[config.mk]
export PLATFORM = sky130hd
export DESIGN_NAME = sobel_edge_3x3
export DESIGN_NICKNAME = d
export VERILOG_FILES = /design/src/rtl/sobel_pkg.sv /design/src/rtl/sobel_window_3x3.sv /design/src/rtl/sobel_edge_3x3.sv
export SDC_FILE = /design/constraint.sdc
export NUM_CORES = 1
export LEC_CHECK = 0
export BUFFER_PORTS_ARGS = -buffer_cell sky130_fd_sc_hd__buf_2
export CORE_ASPECT_RATIO = 1.2
export CORE_MARGIN = 4
export CORE_UTILIZATION = 30
export CTS_CLUSTER_DIAMETER = 50
export DETAILED_ROUTE_END_ITERATION = 8
export PLACE_DENSITY = 0.53
export SLEW_MARGIN = 40
export SYNTH_ARGS = -nofsm -noshare
export SYNTH_HDL_FRONTEND = slang
export SYNTH_HIERARCHICAL = 1
export SYNTH_SLANG_ARGS = --single-unit
[constraint.sdc]
create_clock -name clk -period 3.2 [get_ports clk]
set_clock_uncertainty 0.1 [all_clocks]
set_input_delay 0.64 -clock clk [delete_from_list [all_inputs] [get_ports clk]]
set_output_delay 0.64 -clock clk [all_outputs]
set_load 0.01 [all_outputs]
[src/rtl/sobel_pkg.sv]
// Shared constants, window type and kernel helper for the Sobel edge pipeline.
// Latency: not applicable (definitions only).
// Backpressure: none; the video path free-runs at the pixel clock.
package sobel_pkg;

  localparam int GRAD_W       = 11;    // signed gradient / unsigned magnitude width
  localparam int CNT_W        = 11;    // h_cnt / v_cnt width
  localparam int PIPE_LAT     = 4;     // input-to-output latency in clocks
  localparam int H_ACTIVE_DEF = 1920;
  localparam int V_ACTIVE_DEF = 1080;

  // Sobel kernel weights: outer taps weigh 1, the centre tap weighs 2.
  localparam logic [GRAD_W-1:0] KW_SIDE = 11'd1;
  localparam logic [GRAD_W-1:0] KW_MID  = 11'd2;

  typedef logic [7:0] pix_t;

  // 3x3 window indexed [row][col]; row 0 = oldest line (y-2), col 2 = newest column.
  typedef logic [2:0][2:0][7:0] win_t;

  // Weighted sum of one kernel column or row: a*1 + b*2 + c*1 (max 1020).
  function automatic logic [GRAD_W-1:0] kern_sum(input pix_t a, input pix_t b, input pix_t c);
    return GRAD_W'(a) * KW_SIDE + GRAD_W'(b) * KW_MID + GRAD_W'(c) * KW_SIDE;
  endfunction

endpackage

[src/rtl/sobel_window_3x3.sv]
// 3x3 luma window shift registers plus pixel/line counters and the border flag.
// Latency: 1 clock from tap input to window/border output.
// Backpressure: none; the window shifts only on in_de=1 and holds otherwise.
module sobel_window_3x3
  import sobel_pkg::*;
#(
  parameter int H_ACTIVE = H_ACTIVE_DEF,
  parameter int V_ACTIVE = V_ACTIVE_DEF
) (
  input  logic       clk,
  input  logic       rst,
  input  logic       in_de,
  input  logic       in_vs,
  input  logic [7:0] in_pix,
  input  logic [7:0] line1_pix,
  input  logic [7:0] line2_pix,
  output win_t       win,
  output logic       border
);

  logic [CNT_W-1:0] h_cnt;
  logic [CNT_W-1:0] v_cnt;
  logic             de_d;
  logic             vs_d;
  logic             de_fall;
  logic             vs_rise;

  assign de_fall = de_d & ~in_de;
  assign vs_rise = in_vs & ~vs_d;

  // Remember previous DE/VS so line ends and frame starts can be detected.
  always_ff @(posedge clk or posedge rst) begin
    if (rst) begin
      de_d <= 1'b0;
      vs_d <= 1'b0;
    end else begin
      de_d <= in_de;
      vs_d <= in_vs;
    end
  end

  // Column counter: counts active pixels, wraps at the line width, and is
  // cleared at the end of a short line so the next line starts at column 0.
  always_ff @(posedge clk or posedge rst) begin
    if (rst) begin
      h_cnt <= '0;
    end else if (in_de) begin
      h_cnt <= (h_cnt == CNT_W'(H_ACTIVE - 1)) ? '0 : h_cnt + 1'b1;
    end else if (de_fall) begin
      h_cnt <= '0;
    end
  end

  // Line counter: advances at each line end; a frame start overrides it.
  always_ff @(posedge clk or posedge rst) begin
    if (rst) begin
      v_cnt <= '0;
    end else if (vs_rise) begin
      v_cnt <= '0;
    end else if (de_fall) begin
      v_cnt <= (v_cnt == CNT_W'(V_ACTIVE - 1)) ? '0 : v_cnt + 1'b1;
    end
  end

  // Shift a new column of taps into the window and tag it as border or interior.
  always_ff @(posedge clk or posedge rst) begin
    if (rst) begin
      win    <= '0;
      border <= 1'b0;
    end else if (in_de) begin
      for (int r = 0; r < 3; r++) begin
        win[r][0] <= win[r][1];
        win[r][1] <= win[r][2];
      end
      win[0][2] <= line2_pix;
      win[1][2] <= line1_pix;
      win[2][2] <= in_pix;
      border    <= (h_cnt < CNT_W'(2)) || (v_cnt < CNT_W'(2));
    end
  end

endmodule

[src/rtl/sobel_edge_3x3.sv]
// Sobel |Gx|+|Gy| gradient with threshold, plus matching DE/HS/VS delay line.
// Latency: 4 clocks from taps/syncs in to out_* for every signal.
// Backpressure: none; free-running pipeline, consumers qualify data with out_de.
module sobel_edge_3x3
  import sobel_pkg::*;
#(
  parameter int H_ACTIVE = H_ACTIVE_DEF,
  parameter int V_ACTIVE = V_ACTIVE_DEF
) (
  input  logic       clk,
  input  logic       rst,
  input  logic       in_de,
  input  logic       in_hs,
  input  logic       in_vs,
  input  logic [7:0] in_pix,
  input  logic [7:0] line1_pix,
  input  logic [7:0] line2_pix,
  input  logic [7:0] threshold,
  output logic       out_de,
  output logic       out_hs,
  output logic       out_vs,
  output logic [7:0] out_mag,
  output logic [7:0] out_edge
);

  win_t                     win;
  logic                     border1;
  logic signed [GRAD_W-1:0] gx;
  logic signed [GRAD_W-1:0] gy;
  logic                     border2;
  logic        [GRAD_W-1:0] gx_abs;
  logic        [GRAD_W-1:0] gy_abs;
  logic        [GRAD_W-1:0] mag;
  logic      [PIPE_LAT-1:0] de_sr;
  logic      [PIPE_LAT-1:0] hs_sr;
  logic      [PIPE_LAT-1:0] vs_sr;

  // Stage 1: window and border flag.
  sobel_window_3x3 #(
    .H_ACTIVE (H_ACTIVE),
    .V_ACTIVE (V_ACTIVE)
  ) u_window (
    .clk       (clk),
    .rst       (rst),
    .in_de     (in_de),
    .in_vs     (in_vs),
    .in_pix    (in_pix),
    .line1_pix (line1_pix),
    .line2_pix (line2_pix),
    .win       (win),
    .border    (border1)
  );

  // Stage 2: directional gradients; +/-1020 fits 11-bit signed without overflow.
  always_ff @(posedge clk or posedge rst) begin
    if (rst) begin
      gx      <= '0;
      gy      <= '0;
      border2 <= 1'b0;
    end else begin
      gx      <= $signed(kern_sum(win[0][2], win[1][2], win[2][2])
                       - kern_sum(win[0][0], win[1][0], win[2][0]));
      gy      <= $signed(kern_sum(win[2][0], win[2][1], win[2][2])
                       - kern_sum(win[0][0], win[0][1], win[0][2]));
      border2 <= border1;
    end
  end

  assign gx_abs = gx[GRAD_W-1] ? $unsigned(-gx) : $unsigned(gx);
  assign gy_abs = gy[GRAD_W-1] ? $unsigned(-gy) : $unsigned(gy);

  // Stage 3: L1 magnitude (max 2040), suppressed where the window is incomplete.
  always_ff @(posedge clk or posedge rst) begin
    if (rst) begin
      mag <= '0;
    end else begin
      mag <= border2 ? '0 : gx_abs + gy_abs;
    end
  end

  // Stage 4: saturate magnitude to 8 bits and apply the strict threshold.
  always_ff @(posedge clk or posedge rst) begin
    if (rst) begin
      out_mag  <= 8'h00;
      out_edge <= 8'h00;
    end else begin
      out_mag  <= (mag > GRAD_W'(255)) ? 8'hFF : mag[7:0];
      out_edge <= (mag > {3'b000, threshold}) ? 8'hFF : 8'h00;
    end
  end

  // Sync delay line: unqualified, same depth as the data pipeline.
  always_ff @(posedge clk or posedge rst) begin
    if (rst) begin
      de_sr <= '0;
      hs_sr <= '0;
      vs_sr <= '0;
    end else begin
      de_sr <= {de_sr[PIPE_LAT-2:0], in_de};
      hs_sr <= {hs_sr[PIPE_LAT-2:0], in_hs};
      vs_sr <= {vs_sr[PIPE_LAT-2:0], in_vs};
    end
  end

  assign out_de = de_sr[PIPE_LAT-1];
  assign out_hs = hs_sr[PIPE_LAT-1];
  assign out_vs = vs_sr[PIPE_LAT-1];

endmodule
==> flow_summary.ini <==
[outcome]
status = finished with violations
violations = setup timing

[synth]
synth_cells = 801
ys_seq_elements = 152
synth_top_area_cell = dfrtp_1
yosys.area.top_type_share_pct = 42.2
synth_nets = 947
synthFlopType = dfrtp_1
syn_area_um2 = 9010
synth_edf_count = 0
synth_cell_type_count = 60
syn_avg_cell_area_um2 = 11.3
synth_async_sr_flop_share_pct = 100
ys_warn_count = 6
synth.area.top_cells = dfrtp_1 (42%), fa_1 (14%), mux2_2 (9.0%), ha_1 (6.4%), inv_1 (6.2%)
synth-seq-area-share_pct = 42.2

[worst_setup_path]
crit_end = gy[9]
cp.depth = 11
crit_path_max_incr_delay_ns = 0.52
crit_family = adder cells
r2r-end = gy[9]
start_kind = flip-flop
crit_path_end_kind = flip-flop
ff2ff_path_depth = 11
r2r_slack_ns = -0.1
crit_path_frequent_cell = fa_1
required_ns = 3.39
worstSetupPathType = flip-flop to flip-flop
cp-startpoint = u_window/win[57]
worst-path-buf-inv = 2
reg2reg_from = u_window/win[57]
cp_cell_sequence = fa_1, fa_1, inv_1, fa_1, buf_4, fa_2, nor2b_2, o21ai_2, a21oi_2, o41ai_2, xnor2_1
cp.arrival_ns = 3.49
worstPathMaxFanout = 2
crit_slowest_cell = fa_1

[grt]
antenna_found_initial = 0
grt_max_degree = 94
track_usage_pct = 10.5
grt_pass1_wl_mm = 28.9
first_global_vias = 6061
grt-ovfl-total = 0

[drt]
wl_met2_mm = 7.87
ant_nets = 0
drc = 0
wire_per_inst_um = 12.2
met3_wirelength_um = 489
dr.pass1.iters = 4
wl_met1_mm = 7.50
drtIter0Drc = 151
via_per_inst = 4.32
dr_total_vias = 5699
dr.max_layer_used = met4
routed_wl_mm = 16.1

[cts]
cts_hold_buf = 0
cts_sinks = 152
cts.clk_slew.worst_paths_ns = 0.07
clockRootBuffer = clkbuf_16
clockBufferDepth = 2
ctsHtreeMaxLevel = 4
cts_buffers = 17
clock_latency_ns = 0.43
cts_tree = yes

[floorplanning]
die_h_um = 198
core_um2 = 29600
die_w_um = 166
rows = 69
initial_core_util_pct = 30.4
die_area_um2 = 32900
ios = 56

[finish]
layout-area-overhead-vs-synth_pct = 20.8
finalNetCount = 1061
multi_input_area_um2 = 4690
diodes = 0
regArea_um2 = 3800
drive_gt1_share_pct = 30.2
fillCellCount = 2929

[timing]
period_needed_ns = 3.30
period_share_pct = 103
finalSetupViolations = 9
rsz0062_at_grt = yes
fin_ws_ns = -0.0965
max_freq_ghz = 0.303
worstMarginPinSlew_ns = 0.612
hold_viol_final = 0
slew_headroom_pct = 59.1
maxSlewViolCount = 0
tns_ns = -0.445

[placed_design]
portBuffers = 55
globalplace.congestion = 0.769
hpwl_mm = 12.3

[job]
drv_cap = 0

[min_path]
hold_class = primary input to asynchronous set/reset pin
-- cell usage in the layout, fill, tap and decap left out, types with 3 or more instances in the layout --
cell,Yosys,final
dfrtp_1,152,152
inv_1,150,131
mux2_2,72,72
buf_4,7,61
fa_1,63,59
buf_2,2,54
ha_1,46,40
nand2_1,35,35
xnor2_1,34,32
nor2_1,30,30
o21ai_0,30,24
a21oi_1,24,19
inv_2,0,18
clkbuf_16,0,17
nand3_1,12,12
a21o_1,11,11
xor2_1,11,11
nand2b_1,11,11
nand4_1,11,11
nor2b_1,13,10
nor3_1,10,10
o21ai_2,1,7
a21oi_2,1,6
a31oi_1,6,6
clkinv_4,0,6
ha_4,0,5
o31ai_1,4,4
fa_2,0,4
o21a_1,3,3
o41ai_2,1,3
clkinv_2,0,3
o22ai_1,3,3
or3_1,3,3
nor4_1,3,3
-- per-stage QoR --
| step | utilization (%) | instances | hold WS, ns | worst slack (ns) | instance area, um2 |
|---|---|---|---|---|---|
| final | 36.8 | 1318 | 0.116 | -0.0965 | 10900 |
| after global routing | 36.8 | 1318 | 0.142 | -0.242 | 10900 |
| after detailed placement | 34.3 | 1278 | 0.238 | -0.211 | 10200 |
| after floorplan | - | 801 | 0.231 | -0.0618 | 9080 |
| after CTS | 36.6 | 1314 | 0.116 | -0.156 | 10800 |
| after global placement | 34.3 | 1278 | 0.232 | -0.174 | 10200 |
-- area by class of cell --
type	count	area share, %
Multi-Input combinational cell	476	43.0
Sequential cell	152	34.9
Timing Repair Buffer	118	7.16
Inverter	150	5.20
Tap cell	390	4.48
Clock buffer	19	4.07
Clock inverter	13	1.13
-- registers in the layout, summed over array words and instances (netlist names) --
| register | count |
|---|---|
| vs_sr | 4 |
| gx | 11 |
| out_mag | 8 |
| u_window/border | 1 |
| u_window/win | 72 |
| u_window/vs_d | 1 |
| border2 | 1 |
| de_sr | 4 |
| u_window/v_cnt | 11 |
| out_edge | 1 |
| u_window/de_d | 1 |
| u_window/h_cnt | 11 |
| mag | 11 |
| gy | 11 |
| hs_sr | 4 |
-- kinds of logic after synthesis --
logic type	count (synthesis)	synth area share [%]
xor gates and xnor gates	45	4.37
AOI/OAI and AO/OA	105	7.97
muxes	73	9.11
DFF	152	42.2
and+or+nand+nor	144	8.37
adders and majority gates	109	20.4
buffers and inverters	173	7.61
-- worst min-delay path by stage --
stage	startpoint	to	slack, ns	cells after the start
6_report	rst	vs_sr[0]	0.12	2
3_5_place_dp	de_sr[2]	de_sr[3]	0.24	0
2_1_floorplan	de_sr[0]	de_sr[1]	0.23	0
4_1_cts	rst	vs_sr[0]	0.12	2
3_3_place_gp	hs_sr[0]	hs_sr[1]	0.23	0
5_1_grt	rst	vs_sr[0]	0.14	2
-- synthesized netlist by cell type (2+ instances only) --
cell type	n
nor2b_1	13
nor4b_1	2
nand2_1	35
xor2_1	11
fa_1	63
mux2_2	72
nor3b_1	2
ha_1	46
or3_1	3
clkbuf_1	5
dfrtp_1	152
o21ai_0	30
o41ai_1	3
nor2_1	30
nor3_1	10
inv_1	150
nand4_1	11
buf_1	8
buf_4	7
nand4b_1	2
and3_1	2
o211ai_1	2
nor4_1	3
and4_1	2
nand2b_1	11
a31oi_1	6
a21oi_1	24
a211oi_1	2
nand3_1	12
xnor2_1	34
o22ai_1	3
o21a_1	3
a21o_1	11
buf_2	2
o31ai_1	4
-- layer usage --
| layer | up-vias | GRT usage [%] |
|---|---|---|
| met4 | 0 | 3.46 |
| met2 | 68 | 17.6 |
| met3 | 13 | 2.52 |
| li1 | 2842 | - |
| met5 | - | 0 |
| met1 | 2776 | 13.5 |
-- worst reg2reg max path, cell delays in order, from the launching register on --
cell,delay [ns]
dfrtp_1,0.41
fa_1,0.52
fa_1,0.49
inv_1,0.05
fa_1,0.45
buf_4,0.16
fa_2,0.38
nor2b_2,0.13
o21ai_2,0.07
a21oi_2,0.17
o41ai_2,0.09
xnor2_1,0.13
-- timing repair --
action	in CTS	in global routing
cloned	0	0
setup endpoints to repair	12	13
buffers inserted	4	4
pin swaps	31	19
resized for setup	22	15
Power is not shown: default switching activity piles up to over one toggle a cycle in this logic, so the estimate is an artifact.
